## config.mk

```make
export PLATFORM = sky130hd
export DESIGN_NAME = hazard_scoreboard
export DESIGN_NICKNAME = d
export VERILOG_FILES = /design/src/rtl/hazard_scoreboard.sv
export SDC_FILE = /design/constraint.sdc
export NUM_CORES = 1
export LEC_CHECK = 0
export ABC_AREA = 1
export CORE_ASPECT_RATIO = 0.5
export CORE_MARGIN = 5
export CORE_UTILIZATION = 43
export CTS_CLUSTER_DIAMETER = 30
export DETAILED_ROUTE_END_ITERATION = 8
export GPL_TIMING_DRIVEN = 0
export HOLD_SLACK_MARGIN = 0.08
export PLACE_DENSITY_LB_ADDON = 0.05
export RECOVER_POWER = 50
export SYNTH_ARGS = -nofsm -noshare
export SYNTH_HDL_FRONTEND = slang
export SYNTH_SLANG_ARGS = --single-unit
```

## constraint.sdc

```tcl
create_clock -name clk -period 2.3 [get_ports clk]
set_clock_uncertainty 0.15 [all_clocks]
set_input_delay 0.46 -clock clk [delete_from_list [all_inputs] [get_ports clk]]
set_output_delay 0.46 -clock clk [all_outputs]
set_load 0.01 [all_outputs]
```

## src/rtl/hazard_scoreboard.sv

```systemverilog
// Hazard unit for a 5-stage RISC-V pipeline: EX operand forwarding, load-use and
// memory wait-state stalls, a MUL/DIV destination scoreboard and a multi-cycle redirect flush.
module hazard_scoreboard #(
  parameter int REG_ADDR_W   = 5,
  parameter int MC_DEPTH     = 2,
  parameter int FLUSH_CYCLES = 2
) (
  input  logic                       clk,
  input  logic                       rst,
  input  logic                       reg_write_me,
  input  logic                       reg_write_wb,
  input  logic                       mem_read_me,
  input  logic                       mem_ready,
  input  logic [REG_ADDR_W-1:0]      rd_me,
  input  logic [REG_ADDR_W-1:0]      rd_wb,
  input  logic [REG_ADDR_W-1:0]      rs1_ex,
  input  logic [REG_ADDR_W-1:0]      rs2_ex,
  input  logic [REG_ADDR_W-1:0]      rs1_de,
  input  logic [REG_ADDR_W-1:0]      rs2_de,
  input  logic [REG_ADDR_W-1:0]      rd_de,
  input  logic                       reg_write_de,
  input  logic                       mc_issue_ex,
  input  logic [REG_ADDR_W-1:0]      rd_ex,
  input  logic                       mc_done,
  input  logic [REG_ADDR_W-1:0]      mc_rd,
  input  logic                       pc_r,
  output logic [1:0]                 hu_rs1,
  output logic [1:0]                 hu_rs2,
  output logic                       stall_fe,
  output logic                       stall_de,
  output logic                       stall_ex,
  output logic                       stall_me,
  output logic                       bubble_me,
  output logic                       flush_de,
  output logic                       flush_ex,
  output logic [2**REG_ADDR_W-1:0]   busy_mask
);

  localparam int NREG = 2**REG_ADDR_W;
  localparam int MC_W = $clog2(MC_DEPTH + 1);
  localparam int FL_W = (FLUSH_CYCLES > 1) ? $clog2(FLUSH_CYCLES) : 1;

  localparam logic [1:0] HU_SRC_REG = 2'd0;
  localparam logic [1:0] HU_SRC_MEM = 2'd1;
  localparam logic [1:0] HU_SRC_WB  = 2'd2;

  typedef enum logic [2:0] {
    CAUSE_NONE,
    CAUSE_REDIRECT,
    CAUSE_MEM_WAIT,
    CAUSE_LOAD_USE,
    CAUSE_SB_HAZARD,
    CAUSE_MC_FULL
  } cause_e;

  logic [NREG-1:0] busy_q, busy_d;
  logic [MC_W-1:0] mc_cnt_q, mc_cnt_d;
  logic [FL_W-1:0] fl_cnt_q, fl_cnt_d;

  cause_e cause;
  logic   mem_wait, load_use, sb_hazard, mc_full;
  logic   mc_inc, mc_dec;

  // The ME-stage producer is younger than WB, so it must win when both match.
  function automatic logic [1:0] fwd_sel(
    input logic [REG_ADDR_W-1:0] rs,
    input logic                  we_me,
    input logic [REG_ADDR_W-1:0] dst_me,
    input logic                  we_wb,
    input logic [REG_ADDR_W-1:0] dst_wb
  );
    if (we_me && dst_me != '0 && dst_me == rs)      return HU_SRC_MEM;
    else if (we_wb && dst_wb != '0 && dst_wb == rs) return HU_SRC_WB;
    else                                            return HU_SRC_REG;
  endfunction

  assign hu_rs1 = fwd_sel(rs1_ex, reg_write_me, rd_me, reg_write_wb, rd_wb);
  assign hu_rs2 = fwd_sel(rs2_ex, reg_write_me, rd_me, reg_write_wb, rd_wb);

  assign mem_wait  = mem_read_me & ~mem_ready;
  assign load_use  = mem_read_me & mem_ready & (rd_me != '0) &
                     ((rd_me == rs1_ex) | (rd_me == rs2_ex));
  assign sb_hazard = busy_q[rs1_de] | busy_q[rs2_de] | (reg_write_de & busy_q[rd_de]);
  assign mc_full   = mc_issue_ex & (mc_cnt_q == MC_W'(MC_DEPTH)) & ~mc_done;

  always_comb begin
    if (pc_r)           cause = CAUSE_REDIRECT;
    else if (mem_wait)  cause = CAUSE_MEM_WAIT;
    else if (load_use)  cause = CAUSE_LOAD_USE;
    else if (sb_hazard) cause = CAUSE_SB_HAZARD;
    else if (mc_full)   cause = CAUSE_MC_FULL;
    else                cause = CAUSE_NONE;
  end

  // NOTE: every output gets a default before the case so no path leaves one unassigned (no latch).
  always_comb begin
    stall_fe  = 1'b0;
    stall_de  = 1'b0;
    stall_ex  = 1'b0;
    stall_me  = 1'b0;
    bubble_me = 1'b0;
    flush_ex  = 1'b0;
    unique case (cause)
      CAUSE_REDIRECT:  flush_ex = 1'b1;
      CAUSE_MEM_WAIT:  begin
        stall_fe = 1'b1; stall_de = 1'b1; stall_ex = 1'b1; stall_me = 1'b1;
      end
      CAUSE_LOAD_USE,
      CAUSE_MC_FULL:   begin
        stall_fe = 1'b1; stall_de = 1'b1; stall_ex = 1'b1; bubble_me = 1'b1;
      end
      CAUSE_SB_HAZARD: begin
        stall_fe = 1'b1; stall_de = 1'b1; flush_ex = 1'b1;
      end
      default: ;
    endcase
    flush_de = pc_r | (fl_cnt_q != '0);
  end

  // An issue is accepted whenever EX advances; a completion with nothing outstanding is dropped.
  assign mc_inc = ~stall_ex & mc_issue_ex;
  assign mc_dec = mc_done & (mc_cnt_q != '0);

  always_comb begin
    mc_cnt_d = mc_cnt_q;
    if (mc_inc && !mc_dec && mc_cnt_q != MC_W'(MC_DEPTH)) mc_cnt_d = mc_cnt_q + MC_W'(1);
    else if (mc_dec && !mc_inc)                           mc_cnt_d = mc_cnt_q - MC_W'(1);
  end

  // Clear first, then set, so a same-cycle set of the same register wins.
  always_comb begin
    busy_d = busy_q;
    if (mc_done)                 busy_d[mc_rd] = 1'b0;
    if (mc_inc && rd_ex != '0)   busy_d[rd_ex] = 1'b1;
    busy_d[0] = 1'b0;
  end

  always_comb begin
    fl_cnt_d = fl_cnt_q;
    if (pc_r)                  fl_cnt_d = FL_W'(FLUSH_CYCLES - 1);
    else if (fl_cnt_q != '0)   fl_cnt_d = fl_cnt_q - FL_W'(1);
  end

  // NOTE: state registers use non-blocking assignment so all flops update together at the edge.
  always_ff @(posedge clk or posedge rst) begin
    if (rst) begin
      busy_q   <= '0;
      mc_cnt_q <= '0;
      fl_cnt_q <= '0;
    end else begin
      busy_q   <= busy_d;
      mc_cnt_q <= mc_cnt_d;
      fl_cnt_q <= fl_cnt_d;
    end
  end

  assign busy_mask = busy_q;

endmodule

```

==> summary.txt, run 1 <==
Critical path
  • Cell Chain, Critical Path: or2_1 -> nand3_1 -> nand3_1 -> nand3_1 -> nand2_1 -> nand2_1 -> nand2_2 -> nor2_4 -> nand3_2 -> a21oi_2 -> buf_4 -> nand2_4 -> nand2_4 -> buf_6
  • CP Class: reg -> out
  • Max stage delay on crit path: 0.44 ns
  • Worst Path Required: 1.69 ns
  • Critical Path AT: 2.01 ns
  • R2r worst-path depth: 17
  • Reg-to-Reg End: busy_mask[22]$_DFF_PP0_
  • Worst Path Max Fanout: 4
  • CP most frequent cell: nand3_1
  • Endpoint class of the critical path: output port
  • Critical path startpoint category: register
  • Reg2reg start: busy_mask[12]$_DFF_PP0_
  • R2R setup slack: -0.25 ns
  • Slowest CP cell: dfrtp_2

Clock network
  • CTS tree: yes
  • Clock buffer depth: 2
  • H-tree depth: 2
  • Hold-fix buffers, CTS: 0
  • CTS buffer count: 5
  • Clock slew at reported path FFs: 0.06 ns
  • Worst-Skew Late Latency: 0.29 ns
  • # clock sinks: 34
  • CTS Root Cell: clkbuf_16

Final layout
  • Layout fillers: 649
  • Commonest cells after routing, fill and taps aside: 143 x nand2_1, 92 x nand3_1, 53 x clkdlybuf4s50_1
  • Share of layout cells above drive strength 1: 0.2447
  • Synth-to-layout area growth: 50.87%
  • Ant diodes: 0
  • Post-layout util: 0.6597
  • Most common cell after layout, fill and taps aside: nand2_1
  • Nets: 671
  • Post-route cell area: 4776 um^2

Yosys
  • Mapped Area: 3166 um^2
  • Seq/Total Area, Yosys: 0.2688
  • Avg Synthesized Cell Area: 6.382 um^2
  • Synth Register Bits: 34
  • Post-synth cell types: 33
  • Post-synth EDFFs: 0
  • Syn_nets: 551
  • Async set or reset register ratio after synthesis: 1.000
  • Post-synth top flop: dfrtp_1
  • Post-Syn Instances: 496
  • Ys Warns: 0

Route
  • DR vias/cell: 5.474
  • Total routed wirelength: 12210 um
  • Wire per inst: 17.12 um
  • DRT Pass-1 Iters: 5
  • WL met3: 1082 um
  • Met2 WL post-DR: 5467 um
  • Drt drc: 0
  • DR iter-0 viols: 282
  • Met1 WL: 5462 um
  • Top Layer Used: met4
  • Via count: 3903
  • DRT antenna net count: 0

Placement
  • Post-DP HPWL: 8633 um
  • GPL Wtd Cong: 0.9427
  • Placed cell areas: 4210 um^2
  • Port Buffers: 90

Power
  • Static Leak: 2.179 nW
  • Pwr/cell area: 654.5 nW/um^2
  • Worst VDD drop: 430.1 uV

STA
  • RSZ-0062 raised after global routing: yes
  • Fin crit share: 1.141
  • Fmax: 381.1 MHz
  • Final WS setup: -0.3243 ns
  • Max-slew violation count: 0
  • Slew HR: 0.07644
  • Min cycle time layout: 2.624 ns
  • Measured slew at the worst slew-check pin: 1.384 ns
  • Final setup vio count: 37
  • Final hold vios: 0

GRT
  • Aggregate global routing overflow: 0
  • Vias in the first global route: 3674
  • Largest net degree at the start of global routing: 35
  • First-pass GRT wire length: 19490 um
  • Initial antenna violation count: 0
  • Total GRT Usage: 0.2573

Die
  • Std cell rows: 22
  • Starting Density: 0.4373
  • Die W: 131.3 um
  • Die area: 9282 um^2
  • Die height: 70.67 um
  • Area of the core: 7239 um^2
  • IO Pins: 98

Min path
  • Tightest Hold Check Type: reg -> reg
  • Hold endpoint: mc_cnt_q[1]$_DFFE_PP0P_
  • Hold Path Cell Cnt: 3
  • Hold Startpoint: mc_cnt_q[1]$_DFFE_PP0P_

Status
  • Status: complete, but fails checks
  • Failing checks: negative setup slack

Flow run
  • Maxcap violations: 0
## synth_stat cells, drive strengths merged, types with 2 or more instances
master  count  share of area
xnor2       6          0.017
o21ai      65           0.14
a21oi       5         0.0091
nor2       21          0.026
dfrtp      34           0.27
nor3       10          0.016
nand4       3          0.011
buf        16          0.043
nand3b      2         0.0047
inv        60          0.071
nand3      96           0.15
xor2       12          0.033
nor4        2         0.0040
nand2     153           0.18
or2         3         0.0059
## power breakdown
part	internal (W)	switching (W)	leakage, nW	total [W]
logic	0.000695	0.000672	1.70	0.00137
clock network	0.000430	0.000293	0.0729	0.000723
registers	0.000761	0.000274	0.405	0.00104
## cell type report
type / count / area, um^2 / share of cell area
multi-input combinational: 384 / 2088 / 0.4373
clock inverter: 2 / 12.51 / 0.002620
inverter: 61 / 240.2 / 0.05030
tap: 96 / 120.1 / 0.02515
timing repair buffer: 112 / 1112 / 0.2329
timing repair inverter: 1 / 7.507 / 0.001572
buffer: 17 / 186.4 / 0.03904
sequential: 34 / 869.6 / 0.1821
clock buffer: 6 / 138.9 / 0.02908
## stage by stage
step                      hold slack (ns)  total power (W)  worst slack [ns]  TNS [ns]  cells
after floorplan                    0.3414         0.001586          -0.02118  -0.03813    496
after global placement             0.4191         0.002211            -1.254    -31.82    682
after detailed placement           0.4234         0.002224            -1.268    -32.66    682
after CTS                          0.4320         0.003014           -0.3030    -6.553    708
after global routing               0.4830         0.003295           -0.4574    -16.51    713
final                              0.4311         0.003126           -0.3243    -8.169    713
## worst max path at each step
stage	start	endpoint	slack [ns]	cells past startpoint
2_1_floorplan	rs1_de[0]	bubble_me	-0.02	15
3_3_place_gp	rd_de[1]	stall_ex	-1.25	14
3_5_place_dp	rd_de[1]	stall_ex	-1.27	14
4_1_cts	busy_mask[12]$_DFF_PP0_	stall_ex	-0.30	14
5_1_grt	busy_mask[6]$_DFF_PP0_	stall_ex	-0.46	15
6_report	busy_mask[12]$_DFF_PP0_	stall_ex	-0.32	14
## registers in the layout, indices dropped and copies added, names as in the netlist
register   cells
fl_cnt_q       1
busy_mask     31
mc_cnt_q       2
## timing repair
action | in CTS | in global routing
gates resized for setup | 108 | 65
buffers inserted | 14 | 5
endpoints found under the setup margin | 44 | 43
gates cloned | 4 | 1
pin swaps | 16 | 14
## logic make-up (layout without fill, tap and decap cells)
kind of cell,count (synthesis),count (layout),share of synthesized area
DFF,34,34,0.2688
AOI/OAI and AO/OA,73,73,0.1549
xor gates and xnor gates,18,18,0.04980
other,1,1,0.001185
and+or+nand+nor,292,292,0.4083
buffers and inverters,78,199,0.1170
## worst max-delay path, delay by kind of cell (launching register included)
family                 cells  cell delay [ns]
flip-flops                 1             0.44
buffers and inverters      2             0.23
AO/OA/AOI/OAI              1             0.16
AND/OR/NAND/NOR           11             0.92
## metal layers
metal  up-vias  global-route usage
li1       1864                   -
met1      1811              0.3677
met2       204              0.4073
met3        24             0.04688
met4         0             0.05929
met5         -                   0
No activity file was read; power rests on OpenSTA's default activity.
==> run 2, diff against run 1 <==
Settings changed: CORE_UTILIZATION 43 to 40.
==> run 2 against run 1 <==
  * The run still ends with negative setup slack left
  * Largest power group unchanged
  * Setup slack improved by 0.027 ns
  * Sequential share of layout area increased by 0.69 points
  * Total power decreased by 3.5%
  * Highest routed layer unchanged
==> summary.txt, run 2 (same netlist as run 1, synthesis figures left out) <==
GRT
  • Initial antenna violation count: 0 (unchanged)
  • First-pass GRT wire length: 18350 um (-5.8%)
  • Largest net degree at the start of global routing: 35 (unchanged)
  • Vias in the first global route: 3561 (-3.1%)
  • Total GRT Usage: 0.2350 (-0.02230)
  • Aggregate global routing overflow: 0 (unchanged)

Clock network
  • CTS tree: yes
  • # clock sinks: 34 (unchanged)
  • Worst-Skew Late Latency: 0.29 ns (about the same)
  • Hold-fix buffers, CTS: 0 (unchanged)
  • H-tree depth: 2 (unchanged)
  • CTS buffer count: 5 (unchanged)
  • CTS Root Cell: clkbuf_16
  • Clock buffer depth: 2 (unchanged)
  • Clock slew at reported path FFs: 0.06 ns (about the same)

Die
  • IO Pins: 98 (unchanged)
  • Starting Density: 0.4212 (-0.01602)
  • Die area: 9901 um^2 (+6.7%)
  • Area of the core: 7515 um^2 (+3.8%)
  • Die W: 135.8 um (+3.4%)
  • Std cell rows: 22 (unchanged)
  • Die height: 72.91 um (+3.2%)

Power
  • Sw Share: 0.3991 (+0.002540)
  • Worst VDD drop: 444.2 uV (+3.3%)
  • Pint: 0.001813 W (-3.9%)
  • Switching pwr: 0.001204 W (-2.9%)
  • Combinational share of power: 0.423 (-0.015)
  • Static Leak: 2.085 nW (-4.3%)
  • Pwr/cell area: 659.5 nW/um^2 (+0.77%)
  • Clock share of power: 0.234 (+0.003)
  • Seq pwr share: 0.343 (+0.012)

Critical path
  • Worst Path Required: 1.69 ns (about the same)
  • CP Buf/Inv Count: 1 (-1)
  • CP Class: reg -> out
  • Max stage delay on crit path: 0.46 ns (+0.02 ns)
  • Critical path's top delay family: simple AND/OR/NAND/NOR gates
  • Critical path startpoint category: register
  • Cell Chain, Critical Path: nand2_1 -> nand3_1 -> nand3_1 -> nand3_1 -> nand3b_1 -> nand2_1 -> nor2_2 -> nand3_2 -> a21oi_4 -> nand2_4 -> nand2_4 -> buf_6
  • Slowest CP cell: dfrtp_1
  • CP most frequent cell: nand3_1
  • Worst Path Max Fanout: 5 (+1)
  • Endpoint class of the critical path: output port
  • Critical Path AT: 1.99 ns (-0.02 ns)

STA
  • Final WS setup: -0.2969 ns (+0.02739 ns)
  • RSZ-0062 raised after global routing: yes
  • Setup TNS: -3.588 ns (+4.580 ns)
  • Slew HR: 0.08435 (+0.007911)
  • Fmax: 385.1 MHz (+1.1%)
  • Fin crit share: 1.129 (-0.01191)
  • Final hold vios: 0 (unchanged)
  • Measured slew at the worst slew-check pin: 1.372 ns (-0.01185 ns)
  • Min cycle time layout: 2.597 ns (-0.02739 ns)
  • Max-slew violation count: 0 (unchanged)
  • Final setup vio count: 36 (-2.7%)

Route
  • DR iter-0 viols: 210 (-26%)
  • Via count: 3745 (-4.0%)
  • DR vias/cell: 5.260 (-3.9%)
  • DRT antenna net count: 0 (unchanged)
  • Total routed wirelength: 11840 um (-3.0%)
  • Wire per inst: 16.63 um (-2.8%)
  • DRT Pass-1 Iters: 5 (unchanged)
  • Drt drc: 0 (unchanged)

Final layout
  • Ant diodes: 0 (unchanged)
  • Commonest cells after routing, fill and taps aside: 147 x nand2_1, 83 x nand3_1, 53 x clkdlybuf4s50_1
  • Most common cell after layout, fill and taps aside: nand2_1
  • Synth-to-layout area growth: 44.51%
  • Share of layout cells above drive strength 1: 0.2235 (-0.02122)
  • Layout fillers: 747 (+15%)
  • Nets: 658 (-1.9%)
  • Flip-flop count of the largest register after layout: 31 (unchanged)

Placement
  • GPL Wtd Cong: 0.8735 (-7.3%)
  • Dpl ws: -1.334 ns (-0.06575 ns)
  • Port Buffers: 90 (unchanged)
  • Post-DP HPWL: 8733 um (+1.2%)

Status
  • Status: complete, but fails checks
  • Failing checks: negative setup slack

Min path
  • Tightest Hold Check Type: reg -> reg

Flow run
  • Maxcap violations: 0 (unchanged)
==> run 2: changes by cell type in the layout (fill, tap and decap cells not counted), moves of 5 or more <==
cell | previous run | this run
buf_12 | 7 | 1
buf_4 | 20 | 12
clkbuf_2 | 7 | 2
dlygate4sd2_1 | 10 | 17
inv_2 | 6 | 11
nand3_1 | 92 | 83
nand3_2 | 4 | 13
==> run 2: repair_timing <==
action | in CTS | in global routing
setup endpoints to repair | 44 | 43
gates resized for setup | 103 | 39
pin swaps | 15 | 5
setup buffers | 9 | 1
==> run 2: per-stage QoR <==
step	util	instances	instance area [um^2]	total power [W]	hold slack, ns
floorplan	-	496	3189	0.001586	0.3414
global placement	0.5623	694	4225	0.002219	0.4247
detailed placement	0.5623	694	4225	0.002229	0.4307
CTS	0.5952	711	4473	0.002961	0.4393
global route	0.6087	712	4574	0.003185	0.4801
finish	0.6087	712	4574	0.003017	0.4432
==> run 2: area by class of cell <==
type,instances,area (um^2),area share
multi-input cells,384,2093,0.4576
flip-flops and latches,34,864.6,0.1890
plain buffers,17,170.2,0.03720
repair buffers,100,925.9,0.2024
clock buffers,7,142.6,0.03118
well taps,108,135.1,0.02954
inverters,61,237.7,0.05197
clock inverters,1,5.005,0.001094
==> run 2: worst paths after layout <==
kind,from,to,slack (ns),depth (start not counted)
max,busy_mask[14]$_DFF_PP0_,stall_ex,-0.30,12
min,mc_cnt_q[1]$_DFFE_PP0P_,mc_cnt_q[1]$_DFFE_PP0P_,0.44,3
max reg2reg,busy_mask[14]$_DFF_PP0_,busy_mask[23]$_DFF_PP0_,-0.11,15
min reg2reg,mc_cnt_q[1]$_DFFE_PP0P_,mc_cnt_q[1]$_DFFE_PP0P_,0.44,3
max in group asynchronous,rst,busy_mask[12]$_DFF_PP0_,0.23,2
min in group asynchronous,rst,busy_mask[10]$_DFF_PP0_,0.86,2
==> run 2: power by group through the flow <==
stage	Combinational, W	Sequential, W	Clock, W
after CTS	0.00124	0.00101	0.000708
after global placement	0.00120	0.00102	0
after global routing	0.00140	0.00105	0.000735
after floorplan	0.000623	0.000963	0
after detailed placement	0.00121	0.00102	0
final	0.00128	0.00103	0.000706
==> run 2: worst reg2reg max path: stages (launching register included) <==
cell      delay, ns
dfrtp_1        0.46
nand2_1        0.11
nand3_1        0.06
nand3_1        0.09
nand3_1        0.10
nand3b_1       0.09
nand2_1        0.09
nor2_2         0.17
nand3_1        0.10
nand2_2        0.10
nand2_4        0.07
nand2_4        0.09
buf_4          0.14
nand4_4        0.15
buf_8          0.22
o21ai_2        0.14
==> run 2: routing by layer <==
| layer | GRT usage | share of wire | vias to the layer above |
|---|---|---|---|
| met4 | 0.04358 | 0.0082 | 0 |
| met1 | 0.3235 | 0.45 | 1729 |
| met3 | 0.05234 | 0.10 | 11 |
| met2 | 0.3849 | 0.44 | 170 |
| li1 | - | - | 1835 |
| met5 | 0 | 0 | - |
==> run 3, diff against run 2 <==
Settings changed: REMOVE_ABC_BUFFERS set to 1.
==> run 3 against run 2 <==
  * The flow still finishes with violations (negative setup slack)
  * Setup slack lost 0.11 ns
  * Clock power grew 13%
  * Critical path depth shrank 4
  * Final cell count shrank 0.42%
  * Critical path type is now in -> out
  * Largest power group unchanged
==> summary.txt, run 3 (same netlist as run 1, synthesis figures left out) <==
Status
  • Status: complete, but fails checks
  • Failing checks: negative setup slack

Route
  • DRT Pass-1 Iters: 6 (+1)
  • Met1 WL: 5516 um (+3.3%)
  • Via count: 3729 (-0.43%)
  • DR vias/cell: 5.260 (about the same)
  • Drt drc: 0 (unchanged)
  • WL met3: 1170 um (-3.0%)
  • DR iter-0 viols: 286 (+36%)
  • Met2 WL post-DR: 5023 um (-3.4%)
  • Wire per inst: 16.55 um (-0.50%)
  • DRT antenna net count: 0 (unchanged)
  • Top Layer Used: met4
  • Total routed wirelength: 11740 um (-0.92%)

STA
  • Fmax: 370.1 MHz (-3.9%)
  • Final setup vio count: 37 (+2.8%)
  • Min cycle time layout: 2.702 ns (+0.1052 ns)
  • Final WS setup: -0.4021 ns (-0.1052 ns)
  • Slew HR: 0.07738 (-0.006973)
  • Measured slew at the worst slew-check pin: 1.382 ns (+0.01045 ns)
  • Final hold vios: 0 (unchanged)
  • RSZ-0062 raised after global routing: yes
  • Fin crit share: 1.175 (+0.04572)
  • Max-slew violation count: 0 (unchanged)

GRT
  • Total GRT Usage: 0.2236 (-0.01141)
  • First-pass GRT wire length: 17540 um (-4.4%)
  • Initial antenna violation count: 0 (unchanged)
  • Aggregate global routing overflow: 0 (unchanged)
  • Vias in the first global route: 3373 (-5.3%)
  • Largest net degree at the start of global routing: 35 (unchanged)

Critical path
  • Slowest CP cell: clkdlybuf4s50_1
  • Endpoint class of the critical path: output port
  • Crit path depth: 8 (-4)
  • Worst Path Required: 1.69 ns (about the same)
  • Critical Path AT: 2.09 ns (+0.10 ns)
  • Max stage delay on crit path: 0.79 ns (+0.33 ns)
  • Critical path's top delay family: buffers and inverters
  • Critical path startpoint category: input pin
  • Worst Path Max Fanout: 5 (unchanged)
  • R2r worst-path depth: 15 (unchanged)
  • Cell Chain, Critical Path: clkdlybuf4s50_1 -> nand3_1 -> inv_1 -> nand3_1 -> a21oi_2 -> buf_4 -> nor2_1 -> buf_2
  • CP Buf/Inv Count: 4 (+3)
  • CP most frequent cell: nand3_1
  • CP Class: in -> out

Die
  • Starting Density: 0.4212 (unchanged)
  • Die W: 135.8 um (unchanged)
  • Die height: 72.91 um (unchanged)
  • Die area: 9901 um^2 (unchanged)
  • Std cell rows: 22 (unchanged)
  • IO Pins: 98 (unchanged)
  • Area of the core: 7515 um^2 (unchanged)

Final layout
  • Ant diodes: 0 (unchanged)
  • Finished Layout Cells: 709 (-0.42%)
  • Post-route cell area: 4574 um^2 (unchanged)
  • Synth-to-layout area growth: 44.51% (unchanged)
  • Flip-flop count of the largest register after layout: 31 (unchanged)
  • Commonest cells after routing, fill and taps aside: 146 x nand2_1, 95 x nand3_1, 56 x clkdlybuf4s50_1
  • Nets: 655 (-0.46%)
  • Most common cell after layout, fill and taps aside: nand2_1
  • Share of layout cells above drive strength 1: 0.1997 (-0.02384)

Placement
  • Port Buffers: 96 (+6.7%)
  • GPL Wtd Cong: 0.8461 (-3.1%)
  • Placed cell areas: 4121 um^2 (-2.5%)
  • Post-DP HPWL: 8327 um (-4.6%)
  • Placed Instances: 683 (-1.6%)

Clock network
  • Clock slew at reported path FFs: 0.06 ns (about the same)
  • CTS tree: yes
  • Clock buffer depth: 2 (unchanged)
  • H-tree depth: 2 (unchanged)
  • CTS buffer count: 5 (unchanged)
  • Worst-Skew Late Latency: 0.29 ns (about the same)
  • CTS Root Cell: clkbuf_16
  • # clock sinks: 34 (unchanged)

Flow run
  • Maxcap violations: 0 (unchanged)

Power
  • Static Leak: 2.087 nW (+0.12%)
  • Worst VDD drop: 486.8 uV (+9.6%)
  • Pwr/cell area: 675.4 nW/um^2 (+2.4%)

Min path
  • Tightest Hold Check Type: reg -> reg
  • Hold Path Cell Cnt: 2 (-1)
## run 3: final timing paths
path / startpoint / end / slack (ns)
max in group asynchronous: rst / busy_mask[7]$_DFF_PP0_ / 0.22
worst max-delay path: mc_issue_ex / stall_me / -0.40
worst max register to register: busy_mask[27]$_DFF_PP0_ / busy_mask[4]$_DFF_PP0_ / -0.06
min in group asynchronous: rst / busy_mask[2]$_DFF_PP0_ / 0.87
worst min-delay path: busy_mask[6]$_DFF_PP0_ / busy_mask[6]$_DFF_PP0_ / 0.46
worst min register to register: busy_mask[6]$_DFF_PP0_ / busy_mask[6]$_DFF_PP0_ / 0.46
## run 3: stage by stage
step           hold WS [ns]    util  total power [W]  setup TNS, ns  setup WS, ns
6_report             0.4590  0.6087         0.003090         -3.667       -0.4021
5_1_grt              0.5050  0.6087         0.003259         -7.268       -0.4804
4_1_cts              0.4276  0.5899         0.003024         -6.553       -0.4247
3_5_place_dp         0.4201  0.5485         0.002189         -60.56        -1.674
3_3_place_gp         0.4237  0.5485         0.002174         -58.87        -1.627
2_1_floorplan        0.3414       -         0.001540         -2.821       -0.1371
## run 3: layout make-up
cell class	instances	area, um^2
fill	738	2940
multi-input combinational	385	2074
timing repair buffer	113	1094
sequential	34	857.1
inverter	61	244.0
tap	108	135.1
clock buffer	5	125.1
clock inverter	3	45.04
## run 3: report_power, final
| part | internal [W] | switching [W] |
|---|---|---|
| combinational | 0.000631 | 0.000645 |
| sequential | 0.000752 | 0.000261 |
| clock | 0.000511 | 0.000288 |
| total | 0.00190 | 0.00119 |
## run 3: repair_timing
| item | CTS | global route |
|---|---|---|
| pin swaps | 19 | 19 |
| cloned | 1 | 2 |
| hold buffers | 0 | 0 |
| buffers inserted | 12 | 4 |
| gates resized for setup | 148 | 23 |
| setup endpoints to repair | 44 | 43 |
## run 3: worst reg2reg max path, delay by kind of cell (launching register included)
family / cells / cell delay, ns
AO/OA/AOI/OAI: 1 / 0.11
buffers and inverters: 2 / 0.38
flip-flops: 1 / 0.46
AND/OR/NAND/NOR: 12 / 1.19
## run 3: per-layer routing
layer  up-vias  GRT usage
li1       1831          -
met1      1736     0.3192
met2       158     0.3552
met3         4    0.05510
met4         0    0.02458
met5         -          0
